--- src/rtl/bcrypt_arbiter_multi_if.sv ---
// Bundle between the bcrypt arbiter, its cores and the shared BRAM port A.
// The slave modport is the arbiter's view, the master modport the environment's.
interface bcrypt_arbiter_multi_if #(
    parameter int NUM_CORES = 14,
    parameter int DW        = 32,
    parameter int AW        = 32,
    parameter int IDX_W     = 6
);
    logic                        go;
    logic [NUM_CORES-1:0]        core_mask;
    logic [2*NUM_CORES-1:0]      core_cmd;
    logic [2*NUM_CORES-1:0]      core_done;
    logic [NUM_CORES*DW/8-1:0]   core_we;
    logic [NUM_CORES*AW-1:0]     core_addr;
    logic [NUM_CORES*DW-1:0]     core_wdata;
    logic                        BRAM_Rst_A;
    logic                        BRAM_Clk_A;
    logic                        BRAM_En_A;
    logic [DW/8-1:0]             BRAM_WE_A;
    logic [AW-1:0]               BRAM_Addr_A;
    logic [DW-1:0]               BRAM_WrData_A;
    logic                        busy;
    logic [DW-1:0]               all_done;
    logic                        error;
    logic [IDX_W-1:0]            err_core;
    logic [IDX_W-1:0]            cur_core;

    modport slave (
        input  go, core_mask, core_done, core_we, core_addr, core_wdata,
        output core_cmd, BRAM_Rst_A, BRAM_Clk_A, BRAM_En_A, BRAM_WE_A,
        output BRAM_Addr_A, BRAM_WrData_A, busy, all_done, error,
        output err_core, cur_core
    );

    modport master (
        output go, core_mask, core_done, core_we, core_addr, core_wdata,
        input  core_cmd, BRAM_Rst_A, BRAM_Clk_A, BRAM_En_A, BRAM_WE_A,
        input  BRAM_Addr_A, BRAM_WrData_A, busy, all_done, error,
        input  err_core, cur_core
    );
endinterface

--- src/rtl/bcrypt_arbiter_multi.sv ---
// Sequences N bcrypt cores through LOAD / COMPUTE / STORE and grants the
// single shared BRAM port A to one core at a time, with a per-wait watchdog.
module bcrypt_arbiter_multi #(
    parameter int          NUM_CORES = 14,
    parameter int          DW        = 32,
    parameter int          AW        = 32,
    parameter int          IDX_W     = 6,
    parameter logic [31:0] TIMEOUT   = 32'd100000000
) (
    input  logic                   clk,
    input  logic                   rst_n,
    bcrypt_arbiter_multi_if.slave  bus
);
    localparam int BW = DW / 8;

    typedef enum logic [3:0] {
        S_IDLE, S_LOAD, S_WLOAD, S_COMP, S_WCOMP,
        S_STORE, S_WSTORE, S_DONE, S_ERR
    } state_e;

    state_e                 state_q, state_d;
    logic [IDX_W-1:0]       cur_q, cur_d;
    logic [NUM_CORES-1:0]   mask_q, mask_d;
    logic [2*NUM_CORES-1:0] cmd_q, cmd_d;
    logic [31:0]            wd_q, wd_d;
    logic                   err_q, err_d;
    logic [IDX_W-1:0]       errc_q, errc_d;
    logic [DW-1:0]          alld_q, alld_d;
    logic                   busy_q, busy_d;
    logic [BW-1:0]          we_q, we_d;
    logic [AW-1:0]          addr_q, addr_d;
    logic [DW-1:0]          wdata_q, wdata_d;

    logic [1:0]             done_sel, cmd_sel;
    logic                   mask_sel;
    logic [BW-1:0]          we_sel;
    logic [AW-1:0]          addr_sel;
    logic [DW-1:0]          wdata_sel;
    logic                   at_end, grant, rem_empty, hit;
    logic [31:0]            wd_inc;
    logic                   cmd_clr, cmd_wen;
    logic [1:0]             cmd_wv;
    logic [IDX_W-1:0]       cur_inc;

    // Index mux; an out-of-range index (== NUM_CORES) selects nothing.
    always_comb begin
        done_sel  = '0;
        cmd_sel   = '0;
        mask_sel  = 1'b0;
        we_sel    = '0;
        addr_sel  = '0;
        wdata_sel = '0;
        for (int i = 0; i < NUM_CORES; i++) begin
            if (cur_q == IDX_W'(i)) begin
                done_sel  = bus.core_done[2*i +: 2];
                cmd_sel   = cmd_q[2*i +: 2];
                mask_sel  = mask_q[i];
                we_sel    = bus.core_we[i*BW +: BW];
                addr_sel  = bus.core_addr[i*AW +: AW];
                wdata_sel = bus.core_wdata[i*DW +: DW];
            end
        end
    end

    assign at_end    = (cur_q == IDX_W'(NUM_CORES));
    assign cur_inc   = cur_q + 1'b1;
    assign rem_empty = ((mask_q >> cur_q) == '0);
    assign wd_inc    = wd_q + 32'd1;
    assign hit       = (TIMEOUT != 32'd0) && (wd_inc == TIMEOUT);
    assign grant     = (state_q inside {S_LOAD, S_WLOAD, S_STORE, S_WSTORE})
                    && (cmd_sel == 2'b01 || cmd_sel == 2'b11);

    always_comb begin
        state_d = state_q;
        cur_d   = cur_q;
        mask_d  = mask_q;
        cmd_d   = cmd_q;
        wd_d    = wd_q;
        err_d   = err_q;
        errc_d  = errc_q;
        we_d    = '0;
        addr_d  = addr_q;
        wdata_d = wdata_q;
        cmd_clr = 1'b0;
        cmd_wen = 1'b0;
        cmd_wv  = 2'b00;
        if (grant) begin
            we_d    = we_sel;
            addr_d  = addr_sel;
            wdata_d = wdata_sel;
        end
        if (!bus.go) begin
            state_d = S_IDLE;
            cur_d   = '0;
            wd_d    = '0;
            err_d   = 1'b0;
            we_d    = '0;
            cmd_clr = 1'b1;
        end else begin
            unique case (state_q)
                S_IDLE: begin
                    mask_d  = bus.core_mask;
                    cur_d   = '0;
                    state_d = S_LOAD;
                end
                S_LOAD, S_STORE: begin
                    if (at_end) begin
                        cur_d   = '0;
                        state_d = (state_q == S_LOAD) ? S_COMP : S_DONE;
                    end else if (mask_sel) begin
                        cmd_wen = 1'b1;
                        cmd_wv  = (state_q == S_LOAD) ? 2'b01 : 2'b11;
                        wd_d    = '0;
                        state_d = (state_q == S_LOAD) ? S_WLOAD : S_WSTORE;
                    end else begin
                        cur_d = cur_inc;
                    end
                end
                S_COMP: begin
                    cmd_wen = mask_sel;
                    cmd_wv  = 2'b10;
                    if (cur_q >= IDX_W'(NUM_CORES - 1)) begin
                        cur_d   = '0;
                        wd_d    = '0;
                        state_d = S_WCOMP;
                    end else begin
                        cur_d = cur_inc;
                    end
                end
                S_WLOAD, S_WCOMP, S_WSTORE: begin
                    // A done in the terminal-count cycle still wins.
                    if (state_q == S_WCOMP && rem_empty) begin
                        cur_d   = '0;
                        state_d = S_STORE;
                    end else if ((state_q == S_WCOMP && !mask_sel)
                              || (state_q == S_WLOAD && done_sel == 2'b01)
                              || (state_q == S_WCOMP && done_sel == 2'b10)
                              || (state_q == S_WSTORE && done_sel == 2'b11)) begin
                        cur_d   = cur_inc;
                        wd_d    = '0;
                        cmd_wen = (state_q == S_WSTORE);
                        cmd_wv  = 2'b00;
                        if (state_q == S_WLOAD)  state_d = S_LOAD;
                        if (state_q == S_WSTORE) state_d = S_STORE;
                    end else if (hit) begin
                        err_d   = 1'b1;
                        errc_d  = cur_q;
                        cmd_clr = 1'b1;
                        state_d = S_ERR;
                    end else begin
                        wd_d = wd_inc;
                    end
                end
                S_DONE, S_ERR: state_d = state_q;
                default:       state_d = S_IDLE;
            endcase
        end
        if (cmd_clr) begin
            cmd_d = '0;
        end else if (cmd_wen) begin
            for (int i = 0; i < NUM_CORES; i++) begin
                if (cur_q == IDX_W'(i)) cmd_d[2*i +: 2] = cmd_wv;
            end
        end
        alld_d = (state_d == S_DONE) ? DW'(8'hFF) : '0;
        busy_d = !(state_d inside {S_IDLE, S_DONE, S_ERR});
    end

    always_ff @(posedge clk or negedge rst_n) begin
        if (!rst_n) begin
            state_q <= S_IDLE;
            cur_q   <= '0;
            mask_q  <= '0;
            cmd_q   <= '0;
            wd_q    <= '0;
            err_q   <= 1'b0;
            errc_q  <= '0;
            alld_q  <= '0;
            busy_q  <= 1'b0;
            we_q    <= '0;
            addr_q  <= '0;
            wdata_q <= '0;
        end else begin
            state_q <= state_d;
            cur_q   <= cur_d;
            mask_q  <= mask_d;
            cmd_q   <= cmd_d;
            wd_q    <= wd_d;
            err_q   <= err_d;
            errc_q  <= errc_d;
            alld_q  <= alld_d;
            busy_q  <= busy_d;
            we_q    <= we_d;
            addr_q  <= addr_d;
            wdata_q <= wdata_d;
        end
    end

    assign bus.core_cmd      = cmd_q;
    assign bus.BRAM_Rst_A    = 1'b0;
    assign bus.BRAM_Clk_A    = clk;
    assign bus.BRAM_En_A     = 1'b1;
    assign bus.BRAM_WE_A     = we_q;
    assign bus.BRAM_Addr_A   = addr_q;
    assign bus.BRAM_WrData_A = wdata_q;
    assign bus.busy          = busy_q;
    assign bus.all_done      = alld_q;
    assign bus.error         = err_q;
    assign bus.err_core      = errc_q;
    assign bus.cur_core      = cur_q;
endmodule

--- src/flat_wrapper.sv ---
// flat-port wrapper written by rule: the top's interface ports become plain ports
module bcrypt_arbiter_multi_flat 
#(
    parameter int          NUM_CORES = 14,
    parameter int          DW        = 32,
    parameter int          AW        = 32,
    parameter int          IDX_W     = 6,
    parameter logic [31:0] TIMEOUT   = 32'd100000000
)
  (clk, rst_n, bus_go, bus_core_mask, bus_core_done, bus_core_we, bus_core_addr, bus_core_wdata, bus_core_cmd, bus_BRAM_Rst_A, bus_BRAM_Clk_A, bus_BRAM_En_A, bus_BRAM_WE_A, bus_BRAM_Addr_A, bus_BRAM_WrData_A, bus_busy, bus_all_done, bus_error, bus_err_core, bus_cur_core);
  bcrypt_arbiter_multi_if #(.NUM_CORES(NUM_CORES), .DW(DW), .AW(AW), .IDX_W(IDX_W)) bus_i ();
  input  logic clk;
  input  logic rst_n;
  input wire logic [$bits(bus_i.go)-1:0] bus_go;
  input wire logic [$bits(bus_i.core_mask)-1:0] bus_core_mask;
  input wire logic [$bits(bus_i.core_done)-1:0] bus_core_done;
  input wire logic [$bits(bus_i.core_we)-1:0] bus_core_we;
  input wire logic [$bits(bus_i.core_addr)-1:0] bus_core_addr;
  input wire logic [$bits(bus_i.core_wdata)-1:0] bus_core_wdata;
  output wire logic [$bits(bus_i.core_cmd)-1:0] bus_core_cmd;
  output wire logic [$bits(bus_i.BRAM_Rst_A)-1:0] bus_BRAM_Rst_A;
  output wire logic [$bits(bus_i.BRAM_Clk_A)-1:0] bus_BRAM_Clk_A;
  output wire logic [$bits(bus_i.BRAM_En_A)-1:0] bus_BRAM_En_A;
  output wire logic [$bits(bus_i.BRAM_WE_A)-1:0] bus_BRAM_WE_A;
  output wire logic [$bits(bus_i.BRAM_Addr_A)-1:0] bus_BRAM_Addr_A;
  output wire logic [$bits(bus_i.BRAM_WrData_A)-1:0] bus_BRAM_WrData_A;
  output wire logic [$bits(bus_i.busy)-1:0] bus_busy;
  output wire logic [$bits(bus_i.all_done)-1:0] bus_all_done;
  output wire logic [$bits(bus_i.error)-1:0] bus_error;
  output wire logic [$bits(bus_i.err_core)-1:0] bus_err_core;
  output wire logic [$bits(bus_i.cur_core)-1:0] bus_cur_core;
  assign bus_i.go = bus_go;
  assign bus_i.core_mask = bus_core_mask;
  assign bus_i.core_done = bus_core_done;
  assign bus_i.core_we = bus_core_we;
  assign bus_i.core_addr = bus_core_addr;
  assign bus_i.core_wdata = bus_core_wdata;
  assign bus_core_cmd = bus_i.core_cmd;
  assign bus_BRAM_Rst_A = bus_i.BRAM_Rst_A;
  assign bus_BRAM_Clk_A = bus_i.BRAM_Clk_A;
  assign bus_BRAM_En_A = bus_i.BRAM_En_A;
  assign bus_BRAM_WE_A = bus_i.BRAM_WE_A;
  assign bus_BRAM_Addr_A = bus_i.BRAM_Addr_A;
  assign bus_BRAM_WrData_A = bus_i.BRAM_WrData_A;
  assign bus_busy = bus_i.busy;
  assign bus_all_done = bus_i.all_done;
  assign bus_error = bus_i.error;
  assign bus_err_core = bus_i.err_core;
  assign bus_cur_core = bus_i.cur_core;
  bcrypt_arbiter_multi #(.NUM_CORES(NUM_CORES), .DW(DW), .AW(AW), .IDX_W(IDX_W), .TIMEOUT(TIMEOUT)) u_core (.clk(clk), .rst_n(rst_n), .bus(bus_i));
endmodule
--- config.mk ---
export PLATFORM = sky130hd
export DESIGN_NAME = bcrypt_arbiter_multi_flat
export DESIGN_NICKNAME = d
export VERILOG_FILES = /design/src/rtl/bcrypt_arbiter_multi_if.sv /design/src/rtl/bcrypt_arbiter_multi.sv /design/src/flat_wrapper.sv
export SDC_FILE = /design/constraint.sdc
export NUM_CORES = 1
export LEC_CHECK = 0
export CORE_AREA = 4 4 447 449
export CTS_CLUSTER_DIAMETER = 30
export DETAILED_ROUTE_END_ITERATION = 8
export DIE_AREA = 0 0 451 453
export PLACE_DENSITY = 0.33
export SLEW_MARGIN = 20
export SYNTH_ARGS = -nofsm -noshare
export SYNTH_HDL_FRONTEND = slang
export SYNTH_SLANG_ARGS = --single-unit
--- constraint.sdc ---
create_clock -name clk -period 5.4 [get_ports clk]
set_input_delay 1.62 -clock clk [delete_from_list [all_inputs] [get_ports clk]]
set_output_delay 1.62 -clock clk [all_outputs]
set_load 0.01 [all_outputs]
==> flow_summary.yaml <==
clock_network:
  post_cts_buffers: 0
  clock_latency_ns: 0.64
  cts.repair.resized: 0
  cts_tree: "yes"
  cts.clk_slew.worst_paths_ns: 0.07
  cts_hold_buffers: 0
sta:
  grt_setup_unrepaired: "false"
  skew_ns: 0.0300
  setup_viol: 0
  hold_viol: 0
  relSlewSlack_pct: 29.5
  holdWs_ns: 0.508
  worstMarginPinSlew_ns: 1.06
  tns_ns: 0
  slew_violations: 0
logic_synthesis:
  netlist_top_cells_area: "dfrtp_1 25%, nor2_1 7.9%, clkbuf_1 4.6%, o221a_2 4.5%, a221o_1 4.4%"
  ys.warnings.count: 0
  netlist_area_mm2: 0.0160
  syn_avg_cell_area_um2: 7.89
  synth.distinct_cells: 81
  synth_ff_type: "dfrtp_1"
  synth_top_area_share_pct: 25.2
  synth_seq_cells: 161
  async_flop_share_pct: 100
  seq_area_frac_synth_pct: 25.2
  synth_edf_count: 0
  synth_top_area_cell: "dfrtp_1"
  synthCells: 2029
run:
  cap_viol_max_count: 0
placed_design:
  place_area_mm2: 0.0307
  gp_congestion: 0.932
  numPortBuffers: 1115
  hpwl_mm: 148
cells_and_area:
  multi_input_area_mm2: 0.0110
  fillers: 22400
  drive_above_1_share_pct: 10.0
  regArea_mm2: 0.00403
  final_area_mm2: 0.0315
  nets: 4059
  syn_to_final_growth_pct: 96.7
critical_path:
  crit_fanout: 3
  crit_type: "clock port to output pin"
  crit_path_start_kind: "clock port"
  worst_ep_arrival_time_ns: 3.41
  end_kind: "output pin"
  crit_required_ns: 3.78
routing:
  viasPerCell: 4.03
  vias: 23100
  drc: 0
  first_pass_iters: 6
  routedWlPerCell_um: 31.6
  drtIter0Drc: 1888
  antenna_left: 0
  finalWirelength_mm: 181
power:
  ir_drop_v: 0.000249
  total_leakage_power_uw: 0.0107
  switching_share_pct: 47.7
  pwr_density_cell_mw_per_mm2: 314
  power.internal_uw: 5170
  seqPwrFrac_pct: 19.8
  p_total_uw: 9890
  pwr-share-comb_pct: 64.2
  clkPwrFrac_pct: 15.9
  switching_power_uw: 4710
die:
  core.rowCount: 163
  die-area_mm2: 0.204
  core_region_area_mm2: 0.196
  start_util_pct: 8.16
  fp.dieW_um: 451
  fp.dieH_um: 453
  ioPinCount: 1142
global_route:
  grt.overflow.total: 0
  grt_pass1_vias: 23600
  antenna_found_initial: 60
  grt_pass1_wl_mm: 233
  grt_usage_pct: 16.8
  grt_max_degree: 93
min_path:
  min-delay-path-class: "flop to flop"
status:
  status: "finished, final reports clean"
[cell type report]
class / instances / share of cell area [%]
multi-input combinational: 1605 / 34.9
clock buffer: 21 / 1.62
timing repair buffer: 1243 / 39.1
tap: 2640 / 10.5
sequential: 161 / 12.8
antenna: 12 / 0.0954
clock inverter: 15 / 0.680
inverter: 24 / 0.286
[sequential cells by signal, indices dropped and copies added (netlist names)]
name                      count
u_core.bus.err_core           6
u_core.bus.error              1
u_core.state_q                4
u_core.bus.BRAM_Addr_A       32
u_core.bus.cur_core           6
u_core.bus.BRAM_WrData_A     32
u_core.wd_q                  32
u_core.bus.core_cmd          28
u_core.bus.all_done           1
u_core.bus.busy               1
u_core.mask_q                14
u_core.bus.BRAM_WE_A          4
[cell families (layout without fill, tap and decap cells)]
group	Yosys count	after routing	share of synthesized area [%]
XOR/XNOR	11	11	0.602
buffers and inverters	287	1303	7.67
flip-flops	161	161	25.2
AO/OA/AOI/OAI	911	911	45.0
multiplexers	47	47	3.47
AND/OR/NAND/NOR	604	604	17.5
other	2	38	0.0469
adder cells (fa/ha/maj)	6	6	0.469
[path summary, 6_finish.rpt]
kind / from / endpoint / slack (ns) / cells after the start
worst min-delay path: u_core.bus.err_core[2] / u_core.bus.err_core[2] / 0.51 / 1
min in group asynchronous: rst_n / u_core.wd_q[11] / 0.98 / 1
max in group asynchronous: rst_n / u_core.bus.BRAM_WrData_A[27] / 3.42 / 2
worst max-delay path: clk / bus_BRAM_Clk_A / 0.37 / 3
worst max register to register: u_core.bus.cur_core[0] / u_core.bus.BRAM_WrData_A[16] / 0.54 / 15
worst min register to register: u_core.bus.err_core[2] / u_core.bus.err_core[2] / 0.51 / 1
[cells in the final DEF, fill, tap and decap left out, types with 20 or more instances in the layout]
master | netlist | routed
clkdlybuf4s50_1 | 0 | 1114
nor2_1 | 338 | 331
dfrtp_1 | 161 | 161
buf_4 | 34 | 114
a21oi_1 | 101 | 101
a221oi_1 | 80 | 80
a211oi_1 | 78 | 78
o211ai_1 | 73 | 73
a221o_1 | 71 | 71
a22oi_1 | 70 | 70
a31oi_1 | 71 | 70
a2111oi_0 | 70 | 69
o221ai_1 | 69 | 69
o221a_2 | 64 | 64
nand2_1 | 64 | 57
o21ai_0 | 44 | 44
nand3_1 | 38 | 37
mux2_2 | 34 | 34
a22o_1 | 32 | 32
nor3_1 | 30 | 29
conb_1 | 2 | 26
inv_1 | 24 | 24
clkbuf_16 | 0 | 20
[routing by layer]
| layer | vias up | track usage [%] | routed length, µm |
|---|---|---|---|
| met5 | - | 0 | 170 |
| met4 | 22 | 4.22 | 4380 |
| met3 | 196 | 3.61 | 10500 |
| met2 | 1081 | 32.2 | 97400 |
| met1 | 11500 | 18.7 | 68300 |
| li1 | 10200 | - | - |
[power by group through the flow]
stage / Sequential, µW / Clock [µW] / Combinational, µW
after floorplan: 1930 / 15.3 / 2620
after global placement: 1980 / 18.8 / 6460
after detailed placement: 1990 / 18.8 / 6440
after CTS: 1970 / 1670 / 6460
after global routing: 2000 / 1690 / 6730
final: 1960 / 1580 / 6350
[per-stage QoR]
step	utilization [%]	instances	setup WS (ns)
2_1_floorplan	-	2053	0.916
3_3_place_gp	15.7	5674	0.0907
3_5_place_dp	15.7	5674	0.449
4_1_cts	16.0	5709	0.358
5_1_grt	16.0	5716	0.347
6_report	16.0	5721	0.366
[synth_stat cells (all sizes together) (35+ instances only)]
cell type	n
o221a	64
dfrtp	161
nand2	64
a2111oi	71
clkbuf	198
buf	65
a221o	71
nand3	38
o211ai	73
a22oi	70
nor2	339
a31oi	71
o21ai	44
mux2	35
a221oi	80
o221ai	69
a211oi	79
a21oi	101
[worst max-delay path: stages]
cell             delay, ns
clkbuf_16             0.12
clkbuf_16             0.13
clkdlybuf4s50_1       0.47
No activity file was read; power rests on OpenSTA's default activity.
